`config.mk`:
```
export PLATFORM = sky130hd
export DESIGN_NAME = arcade_input_mapper
export DESIGN_NICKNAME = d
export VERILOG_FILES = /design/src/rtl/arcade_input_mapper.sv
export SDC_FILE = /design/constraint.sdc
export NUM_CORES = 1
export LEC_CHECK = 0
export BUFFER_PORTS_ARGS = -buffer_cell sky130_fd_sc_hd__buf_2
export CAP_MARGIN = 20
export CORE_ASPECT_RATIO = 2
export CORE_MARGIN = 1
export CORE_UTILIZATION = 43
export CTS_BUF_LIST = sky130_fd_sc_hd__clkbuf_8
export DETAILED_ROUTE_END_ITERATION = 10
export PLACE_DENSITY_LB_ADDON = 0.12
export SLEW_MARGIN = 20
export SYNTH_ARGS = -nofsm -noshare
export SYNTH_HDL_FRONTEND = slang
export SYNTH_SLANG_ARGS = --single-unit
```
`constraint.sdc`:
```
create_clock -name clk_sys -period 1.95 [get_ports clk_sys]
set_input_delay 0.585 -clock clk_sys [delete_from_list [all_inputs] [get_ports clk_sys]]
set_output_delay 0.585 -clock clk_sys [all_outputs]
set_load 0.05 [all_outputs]
```
`src/rtl/arcade_input_mapper.sv`:
```
// arcade_input_mapper
// Player-input and DIP-switch front end between hps_io and a game core.
//  - Captures DIP banks (ioctl index 254) and a per-title mode byte (index 1).
//  - Conditions each player's directions: SOCD cancel, then an 8/4/2-way
//    restriction selected by mode[1:0].
//  - Registers buttons and shapes coin pulses to a minimum frame length.
// Optional build macro: ARCADE_INPUT_COIN_SHAPE_EN.
//  - Defined: each coin pulse is stretched to COIN_FRAMES vblank frames.
//  - Undefined: coin is joy[8] registered with one cycle of latency.
// Every output is registered in the clk_sys domain.
module arcade_input_mapper #(
  parameter int         NUM_PLAYERS = 2,
  parameter int         DIP_BANKS   = 8,
  parameter logic [7:0] DIP_RESET   = 8'hFF,
  parameter int         COIN_FRAMES = 4
) (
  input  logic                     clk_sys,
  input  logic                     reset_n,
  input  logic                     ioctl_wr,
  input  logic [7:0]               ioctl_index,
  input  logic [26:0]              ioctl_addr,
  input  logic [7:0]               ioctl_dout,
  input  logic                     vblank,
  input  logic [16*NUM_PLAYERS-1:0] joy,
  output logic [8*DIP_BANKS-1:0]   dip,
  output logic [7:0]               mode,
  output logic [4*NUM_PLAYERS-1:0] dirs,
  output logic [4*NUM_PLAYERS-1:0] btns,
  output logic [NUM_PLAYERS-1:0]   coin
);

  localparam logic [7:0] IDX_DIP   = 8'd254;
  localparam logic [7:0] IDX_MODE  = 8'd1;
  localparam logic [3:0] COIN_LOAD = 4'(COIN_FRAMES);

  // Which axis a 4-way player is locked to when both axes are held.
  typedef enum logic {
    AXIS_V = 1'b0,
    AXIS_H = 1'b1
  } axis_e;

  // Address bits above the DIP window are never decoded.
  logic unused_addr;
  assign unused_addr = ^ioctl_addr[26:25];

  // ---------------------------------------------------------------------
  // DIP banks and mode byte
  // ---------------------------------------------------------------------
  logic [8*DIP_BANKS-1:0] dip_q, dip_d;
  logic [7:0]             mode_q, mode_d;
  logic                   dip_hit;

  // A DIP write must target index 254 with the upper window address zero;
  // the bank loop below drops bank numbers at or above DIP_BANKS.
  assign dip_hit = ioctl_wr && (ioctl_index == IDX_DIP) && (ioctl_addr[24:3] == 22'd0);

  // Next-state for DIP banks and mode byte from the ioctl stream.
  always_comb begin
    dip_d  = dip_q;
    mode_d = mode_q;
    for (int b = 0; b < DIP_BANKS; b++) begin
      if (dip_hit && (ioctl_addr[2:0] == 3'(b))) begin
        dip_d[8*b +: 8] = ioctl_dout;
      end
    end
    if (ioctl_wr && (ioctl_index == IDX_MODE)) begin
      mode_d = ioctl_dout;
    end
  end

  // DIP and mode registers; DIPs reset to DIP_RESET, mode to 0.
  always_ff @(posedge clk_sys or negedge reset_n) begin
    if (!reset_n) begin
      dip_q  <= {DIP_BANKS{DIP_RESET}};
      mode_q <= 8'd0;
    end else begin
      dip_q  <= dip_d;
      mode_q <= mode_d;
    end
  end

  assign dip  = dip_q;
  assign mode = mode_q;

  // ---------------------------------------------------------------------
  // Frame tick (only needed by the coin shaper)
  // ---------------------------------------------------------------------
`ifdef ARCADE_INPUT_COIN_SHAPE_EN
  logic vblank_q;
  logic vb_tick;

  // Single-register edge detector on vblank; the tick is combinational, so
  // the counter moves on the clock edge that first samples vblank high.
  always_ff @(posedge clk_sys or negedge reset_n) begin
    if (!reset_n) begin
      vblank_q <= 1'b0;
    end else begin
      vblank_q <= vblank;
    end
  end

  assign vb_tick = vblank && !vblank_q;
`else
  logic unused_frame;
  assign unused_frame = vblank ^ (^COIN_LOAD);
`endif

  // ---------------------------------------------------------------------
  // Per-player conditioning
  // ---------------------------------------------------------------------
  for (genvar p = 0; p < NUM_PLAYERS; p++) begin : g_player
    logic [3:0] raw;      // {up, down, left, right}
    logic [3:0] socd;
    logic [3:0] prev_q;   // previous post-SOCD sample, for edge detection
    logic [3:0] dir_d, dir_q;
    logic [3:0] btn_q;
    logic       v_rise, h_rise;
    axis_e      axis_q, axis_d;
    logic       coin_raw;
    logic       coin_d, coin_q;
    logic       unused_joy_hi;

    assign raw           = joy[16*p +: 4];
    assign coin_raw      = joy[16*p + 8];
    assign unused_joy_hi = ^joy[16*p + 9 +: 7];

    // SOCD cancel: opposite directions held together cancel each other.
    always_comb begin
      socd = raw;
      if (raw[3] && raw[2]) socd[3:2] = 2'b00;
      if (raw[1] && raw[0]) socd[1:0] = 2'b00;
    end

    assign v_rise = |(socd[3:2] & ~prev_q[3:2]);
    assign h_rise = |(socd[1:0] & ~prev_q[1:0]);

    // Axis next-state: the most recently pressed axis wins, vertical on a tie.
    always_comb begin
      axis_d = axis_q;
      if (v_rise) begin
        axis_d = AXIS_V;
      end else if (h_rise) begin
        axis_d = AXIS_H;
      end
    end

    // Restriction by mode[1:0]; 4-way uses this cycle's axis decision so a
    // newly pressed direction takes over on the same registered output.
    always_comb begin
      dir_d = socd;
      case (mode_q[1:0])
        2'd0: dir_d = socd;
        2'd1: begin
          if ((|socd[3:2]) && (|socd[1:0])) begin
            if (axis_d == AXIS_V) dir_d[1:0] = 2'b00;
            else                  dir_d[3:2] = 2'b00;
          end
        end
        2'd2:    dir_d[1:0] = 2'b00;
        default: dir_d[3:2] = 2'b00;
      endcase
    end

    // Direction, axis, edge history and button registers.
    always_ff @(posedge clk_sys or negedge reset_n) begin
      if (!reset_n) begin
        prev_q <= 4'd0;
        axis_q <= AXIS_V;
        dir_q  <= 4'd0;
        btn_q  <= 4'd0;
      end else begin
        prev_q <= socd;
        axis_q <= axis_d;
        dir_q  <= dir_d;
        btn_q  <= joy[16*p + 4 +: 4];
      end
    end

`ifdef ARCADE_INPUT_COIN_SHAPE_EN
    logic       coin_prev_q;
    logic [3:0] cnt_q, cnt_d;
    logic       coin_edge;

    assign coin_edge = coin_raw && !coin_prev_q;

    // Coin shaper: an accepted edge loads the frame count (a coincident
    // frame tick is dropped); ticks count down to zero. New edges are taken
    // only while the output is low, and a held input keeps the output high.
    always_comb begin
      cnt_d = cnt_q;
      if (coin_edge && !coin_q) begin
        cnt_d = COIN_LOAD;
      end else if (vb_tick && (cnt_q != 4'd0)) begin
        cnt_d = cnt_q - 4'd1;
      end
      coin_d = (cnt_d != 4'd0) || coin_raw;
    end

    // Coin counter and input history registers.
    always_ff @(posedge clk_sys or negedge reset_n) begin
      if (!reset_n) begin
        coin_prev_q <= 1'b0;
        cnt_q       <= 4'd0;
      end else begin
        coin_prev_q <= coin_raw;
        cnt_q       <= cnt_d;
      end
    end
`else
    // Without shaping the coin input is simply registered.
    always_comb begin
      coin_d = coin_raw;
    end
`endif

    // Coin output register.
    always_ff @(posedge clk_sys or negedge reset_n) begin
      if (!reset_n) begin
        coin_q <= 1'b0;
      end else begin
        coin_q <= coin_d;
      end
    end

    assign dirs[4*p +: 4] = dir_q;
    assign btns[4*p +: 4] = btn_q;
    assign coin[p]        = coin_q;
  end

endmodule
```
==> summary.md, run 1 <==
| Metric | Value |
|---|---|
| Path depth of the worst reg2reg path | 6 |
| Crit Reg-Reg Startpoint | g_player[1].prev_q[1]$_DFF_PN0_ |
| Min-Delay Path Class | in -> async |
| R2r endpoint | g_player[1].dir_q[1]$_DFF_PN0_ |
| Total power draw | about 3.8 mW |
| GPL Wtd Cong | 0.748 |
| Layout cells sized above 1 | roughly 77% |
| Final worst slack | -0.336 ns |
| Worst vdd ir | ~0.5 mV |
| Post-DP HPWL | 6980 µm |
| Worst path max stage delay | 0.63 ns |
| Yosys warns | 0 |
| Initial antenna violation count | 1 |
| Synth-to-Final Area Change | 35.7% |
| Final instance area | 5510 µm² |
| Critical path launch point type | input pin |
| Gate power share | 10.3% |
| Synth Register Bits | 100 |
| Fmax | 438 MHz |
| FP Rows | 49 |
| Final min period | approximately 2.3 ns |
| Die X | 70.7 µm |
| Core area | 9070 µm² |
| Sink Count | 100 |
| DRC viols | 23 |
| Switching pwr | just over 1 mW |
| Post-DRT Antenna Nets | 0 |
| CTS tree | done |
| Slowest CP cell | or4_4 |
| CP Data Required Time | 2.25 ns |
| Hold Slack | around 0.24 ns |
| Gr usage total | a little over a fifth |
| First-pass GRT wire length | between 15000 and 20000 µm |
| Crit path kind | in -> reg |
| RSZ-0062 raised after global routing | yes |
| Final Cycle Share | 117% |
| Setup slack, reg-to-reg | 0.55 ns |
| PwrDens | 683 nW/µm² |
| Final WL | 9760 µm |
| Unique masters post-synth | 30 |
| Initial Util | between 40 and 50% |
| Outcome | complete, but fails checks |
| Pins Over Slew Limit | 0 |
| Sw Ratio | 27.3% |
| Post-placement setup slack | -0.813 ns |
| Hold Violations, Final | 0 |
| Failing checks | DRC, setup timing |
| Crit end category | flip-flop |
| Latest clock arrival within the worst-skew pair | 0.37 ns |
| Sum Neg Setup Slack | -12.81 ns |
| Port buffer count | 151 |
| Final setup viols | 62 |
| Slew at the pin with the worst max-slew slack | 0.526 ns |
| Clock buffer count from CTS | 9 |
| Die H | 139 µm |
| Initial DRC count | 85 |
| Total grt overflow | 0 |
| Int Power | 2.74 mW |
| Slew margin rel. | between 60% and 70% |
| Synth Net Count | 349 |
| Sequential-to-total area share from yosys stat | between 60% and 70% |
| Via count | 2763 |
| Mean Syn Cell Area | 15.8 µm² |
| # Max-Cap Violations | 0 |
| First-pass DRT Iterations | 7 |
| Vias in the first global route | 3057 |
| Worst Skew | 0.0109 ns |
| WP data arrival | 2.58 ns |
| Vias per cell | 5.04 |
| Reg power frac | 56.7% |
| Synth Instances | 258 |
| Worst path cell trace | buf_6 > nor4_4 > nand2_1 > or4_4 > or4_4 > mux2_4 |
| Clock transition at path regs | around 0.090 ns |
| Die Area | roughly 10000 µm² |
| CTS Root Buffer Type | clkbuf_8 |
| Crit path launch | ioctl_addr[5] |
| Wirelength per Cell | 17.8 µm |
| Synthesized cell area | 4060 µm² |
| Clk pwr share | 33.0% |
| Post-placement cell area | roughly 5200 µm² |
| Most used cell, CP | or4_4 |
| Htree depth | 3 |
| Layout Nets | between 500 and 600 |
| I/O pin total | about 170 |
| Leak Pwr | approximately 2.8 nW |
| Largest net degree at the start of global routing | 101 |
| Max Buffers Root-to-Sink | 2 |
| CP Max Fanout | 8 |
## stage by stage
step           std cells  util, %
2_1_floorplan        258        -
3_3_place_gp         530     56.9
3_5_place_dp         530     56.9
4_1_cts              548     60.5
5_1_grt              548     60.8
6_report             548     60.8
## placed cells by master, fill, tap and decap left out, types with 4 or more instances in the layout
master,count
dfrtp_1,36
dfstp_2,64
buf_6,9
clkbuf_8,9
nor2_1,7
mux2_2,32
ha_1,12
buf_2,146
nor2b_1,4
mux2_4,40
a211oi_1,4
inv_1,19
buf_4,22
## worst max path at each step
stage | depth (start not counted) | to
after CTS | 7 | dip[20]$_DFFE_PN1P_
after detailed placement | 8 | dip[6]$_DFFE_PN1P_
after floorplan | 7 | dip[16]$_DFFE_PN1P_
after global routing | 6 | dip[18]$_DFFE_PN1P_
final | 6 | dip[20]$_DFFE_PN1P_
after global placement | 8 | dip[6]$_DFFE_PN1P_
## kinds of logic (layout without fill, tap and decap cells)
group	after synthesis	after routing	share of synthesized area [%]
compound gates	14	14	2.52
mux	72	72	20.7
other cells	0	1	0
simple gates	34	34	6.68
flops	100	100	63.5
buf+inv	26	213	2.86
fa+ha+maj	12	12	3.69
## state kept, by name, summed over array words and instances (netlist names)
register and count:
g_player.btn_q 8, g_player.axis_q 2, g_player.dir_q 8, dip 64
g_player.prev_q 8, mode 8, g_player.coin_q 2
## worst max-delay path, delay by kind of cell
family	cells	cell delay [ns]
buffers and inverters	1	0.10
and+or+nand+nor	4	1.57
muxes	1	0.33
## final cells by class
cell class,instances,area [µm²]
Fill cell,755,3560
Sequential cell,100,2580
Multi-Input combinational cell,132,1530
Timing Repair Buffer,178,1020
Tap cell,102,128
Clock buffer,9,124
Inverter,19,71.3
Clock inverter,7,56.3
Antenna cell,1,2.50
## synthesized netlist by cell type
cell | instances | area share [%]
dfstp_2 | 64 | 41
mux2_2 | 64 | 18
dfrtp_1 | 36 | 22
inv_1 | 19 | 1.8
ha_1 | 12 | 3.7
mux2_4 | 8 | 3.0
nor2_1 | 7 | 0.65
nor4_1 | 5 | 0.77
a211oi_1 | 4 | 0.74
nor2b_1 | 4 | 0.62
buf_4 | 3 | 0.55
nand4_1 | 3 | 0.46
nand4b_1 | 3 | 0.65
a21boi_0 | 2 | 0.37
a221oi_1 | 2 | 0.43
clkbuf_1 | 2 | 0.18
nand2_1 | 2 | 0.18
nor3_2 | 2 | 0.49
nor4b_4 | 2 | 1.2
o21ai_0 | 2 | 0.25
o22ai_1 | 2 | 0.31
o41ai_1 | 2 | 0.43
buf_1 | 1 | 0.092
buf_6 | 1 | 0.28
nor3_1 | 1 | 0.12
nor4_4 | 1 | 0.52
nor4b_1 | 1 | 0.22
nor4b_2 | 1 | 0.37
or4_1 | 1 | 0.18
or4_4 | 1 | 0.28
## power groups by stage
| stage | Sequential, mW | Combinational [mW] | Clock (mW) |
|---|---|---|---|
| after CTS | 2.13 | 0.389 | 1.27 |
| after global routing | 2.14 | 0.424 | 1.37 |
| after global placement | 2.17 | 0.372 | 0 |
| final | 2.13 | 0.388 | 1.24 |
| after floorplan | 2.26 | 0.0935 | 0 |
| after detailed placement | 2.17 | 0.383 | 0 |
## layer usage
metal | track usage (%) | part of all wire (%) | up-vias
met2 | 37.5 | 55 | 100
met1 | 22.3 | 36 | 1372
met5 | 0 | 0 | -
li1 | - | - | 1271
met3 | 6.08 | 5.4 | 20
met4 | 9.89 | 3.3 | 0
## timing repair
| action | 4_1_cts | 5_1_grt |
|---|---|---|
| resized for setup | 33 | 6 |
| hold buffers | 0 | 0 |
| pin swaps | 5 | 2 |
| setup endpoints to repair | 48 | 64 |
| setup buffers | 2 | 0 |
Note: power is estimated with default switching activity, not from simulation.
==> run 2: changes to the inputs <==
--- a/config.mk
+++ b/config.mk
@@ -10,10 +10,12 @@
 export CORE_ASPECT_RATIO = 2
 export CORE_MARGIN = 1
 export CORE_UTILIZATION = 43
-export CTS_BUF_LIST = sky130_fd_sc_hd__clkbuf_8
+export CTS_BUF_LIST = sky130_fd_sc_hd__clkbuf_4 sky130_fd_sc_hd__clkbuf_8
+export CTS_CLUSTER_SIZE = 14
 export DETAILED_ROUTE_END_ITERATION = 10
 export PLACE_DENSITY_LB_ADDON = 0.12
 export SLEW_MARGIN = 20
 export SYNTH_ARGS = -nofsm -noshare
 export SYNTH_HDL_FRONTEND = slang
 export SYNTH_SLANG_ARGS = --single-unit
+export TNS_END_PERCENT = 30
==> run 2 against run 1 <==
Net effect: the run still ends with DRC, setup timing left; largest power group unchanged; global-route usage fell by 1.1 points; highest routed layer unchanged; worst hold slack worse by 0.11 ns; cell area down 1.0%; routed wire length shrank 3.1%; die area unchanged; utilization fell by 0.62 points; setup slack improved by 0.029 ns.
==> summary.md, run 2 (synthesis results as in run 1) <==
| Metric | Value |
|---|---|
| Die H | 139 µm |
| FP Rows | 49 |
| Gr usage total | between 10% and 20% |
| Worst vdd ir | 0.521 mV |
| Die X | a little over 70 µm |
| First-pass GRT wire length | between 10000 and 15000 µm |
| Fmax | 443 MHz |
| Finished Layout Cells | between 500 and 600 |
| Sink Count | 100 |
| Initial DRC count | ~110 |
| First-pass DRT Iterations | 7 |
| Post-placement setup slack | -0.808 ns |
| Worst Skew | 0.00879 ns |
| Via count | 2767 |
| WP data arrival | 2.55 ns |
| Crit Reg-Reg Startpoint | g_player[1].prev_q[1]$_DFF_PN0_ |
| Min-Delay Path Class | in -> async |
| Sum Neg Setup Slack | -11.99 ns |
| CP Max Fanout | 8 |
| Pins Over Slew Limit | 0 |
| Setup slack, reg-to-reg | about 0.52 ns |
| Initial Util | about 45% |
| Clock buffer count from CTS | 9 |
| Die Area | 9870 µm² |
| Final setup viols | 62 |
| GPL Wtd Cong | 0.719 |
| Wire length on met2 | 5280 µm |
| Leak Pwr | 2.79 nW |
| Largest net degree at the start of global routing | between 40 and 50 |
| Initial antenna violation count | 0 |
| CP Buf/Inv Count | 1 |
| CP delay by family, top | simple AND/OR/NAND/NOR gates |
| Vias per cell | 5.08 |
| Largest register FFs | between 60 and 70 |
| Slowest CP cell | or4_4 |
| Port buffer count | 151 |
| Clock transition at path regs | 0.10 ns |
| PwrDens | 687 nW/µm² |
| Layout Nets | 529 |
| Layout cells sized above 1 | 77.0% |
| Crit end category | flip-flop |
| Post-DP HPWL | 7000 µm |
| Max Buffers Root-to-Sink | 2 |
| CP Data Required Time | 2.24 ns |
| Outcome | complete, but fails checks |
| Failing checks | DRC, setup timing |
| Dpl cells | 527 |
| Slew at the pin with the worst max-slew slack | 0.474 ns |
| Inserted Diodes | 0 |
| Most frequent cells in the layout | buf_2, dfstp_2, mux2_2 |
| Vias in the first global route | 2950 |
| Max Used Layer | met4 |
| Crit path kind | in -> reg |
| DRC viols | 28 |
| Most used cell, CP | or4_4 |
| Hold Violations, Final | 0 |
| Worst path max stage delay | about 0.60 ns |
| RSZ-0062 raised after global routing | yes |
| Post-DRT Antenna Nets | 0 |
| Total power draw | approximately 3.7 mW |
| Latest clock arrival within the worst-skew pair | 0.36 ns |
| Wl on met1 | 3500 µm |
| Htree depth | 3 |
| Final worst slack | -0.307 ns |
| Slew margin rel. | 68.0% |
| CTS tree | done |
| I/O pin total | roughly 170 |
| Path depth of the worst reg2reg path | 5 |
| Met3 WL post-DR | 505 µm |
| R2r endpoint | g_player[1].dir_q[3]$_DFF_PN0_ |
| Final min period | 2.26 ns |
| Final WL | 9460 µm |
| Synth-to-Final Area Change | 34.3% |
| Total grt overflow | 0 |
| Wirelength per Cell | between 15 and 20 µm |
| Critical path launch point type | input pin |
| Worst path cell trace | buf_6 > nor4_4 > nand2_1 > or4_4 > or4_4 > mux2_4 |
| CTS Root Buffer Type | clkbuf_8 |
| # Max-Cap Violations | 0 |
| Most common library cell in the layout ignoring fill and taps | buf_2 |
| Instance count on the critical path | 6 |
| Cts-stage hold buffer count | 0 |
| Final Cycle Share | 116% |
| Core area | 9070 µm² |
[run 2: what timing repair did]
| action | CTS | global route |
|---|---|---|
| setup buffers | 1 | 1 |
| pin swaps | 2 | 3 |
| gates resized for setup | 15 | 9 |
| setup endpoints to repair | 64 | 64 |
[run 2: cell type report]
cell class / instances / area [µm²]
Fill cell: 744 / 3620
Sequential cell: 100 / 2580
Multi-Input combinational cell: 132 / 1470
Timing Repair Buffer: 176 / 1020
Tap cell: 102 / 128
Clock buffer: 9 / 124
Inverter: 19 / 71.3
Clock inverter: 7 / 56.3
[run 2: worst register-to-register path, stage by stage, from the launching register on]
cell and delay [ns]:
dfrtp_1 0.37, inv_1 0.06, a221oi_1 0.10, buf_4 0.15, o41ai_1 0.46, a211oi_1 0.16
[run 2: metrics by stage]
step | util [%] | hold WS, ns | instance area [µm²]
final | 60.1 | 0.123 | 5460
after global routing | 60.1 | 0.122 | 5460
after CTS | 59.5 | 0.102 | 5400
after detailed placement | 56.7 | 0.489 | 5140
after global placement | 56.7 | 0.490 | 5140
after floorplan | - | 0.289 | 4100
[run 2: layer usage]
metal,global-route usage [%],up-vias
met5,0,-
met4,7.68,0
met3,4.20,14
met2,36.9,109
met1,21.6,1371
li1,-,1273
[run 2: report_power, final]
group | internal (mW) | total, mW | switching [mW]
clock | 0.480 | 1.21 | 0.730
combinational | 0.137 | 0.404 | 0.267
sequential | 2.12 | 2.13 | 0.0138
[run 2: how the worst max path moves through the flow]
stage             startpoint                  end  slack, ns
6_report       ioctl_addr[7]  dip[18]$_DFFE_PN1P_      -0.31
5_1_grt        ioctl_addr[7]  dip[47]$_DFFE_PN1P_      -0.31
4_1_cts        ioctl_addr[4]  dip[21]$_DFFE_PN1P_      -0.28
3_5_place_dp   ioctl_addr[4]  dip[19]$_DFFE_PN1P_      -0.81
3_3_place_gp   ioctl_addr[4]  dip[20]$_DFFE_PN1P_      -0.79
2_1_floorplan  ioctl_addr[4]  dip[16]$_DFFE_PN1P_      -0.58
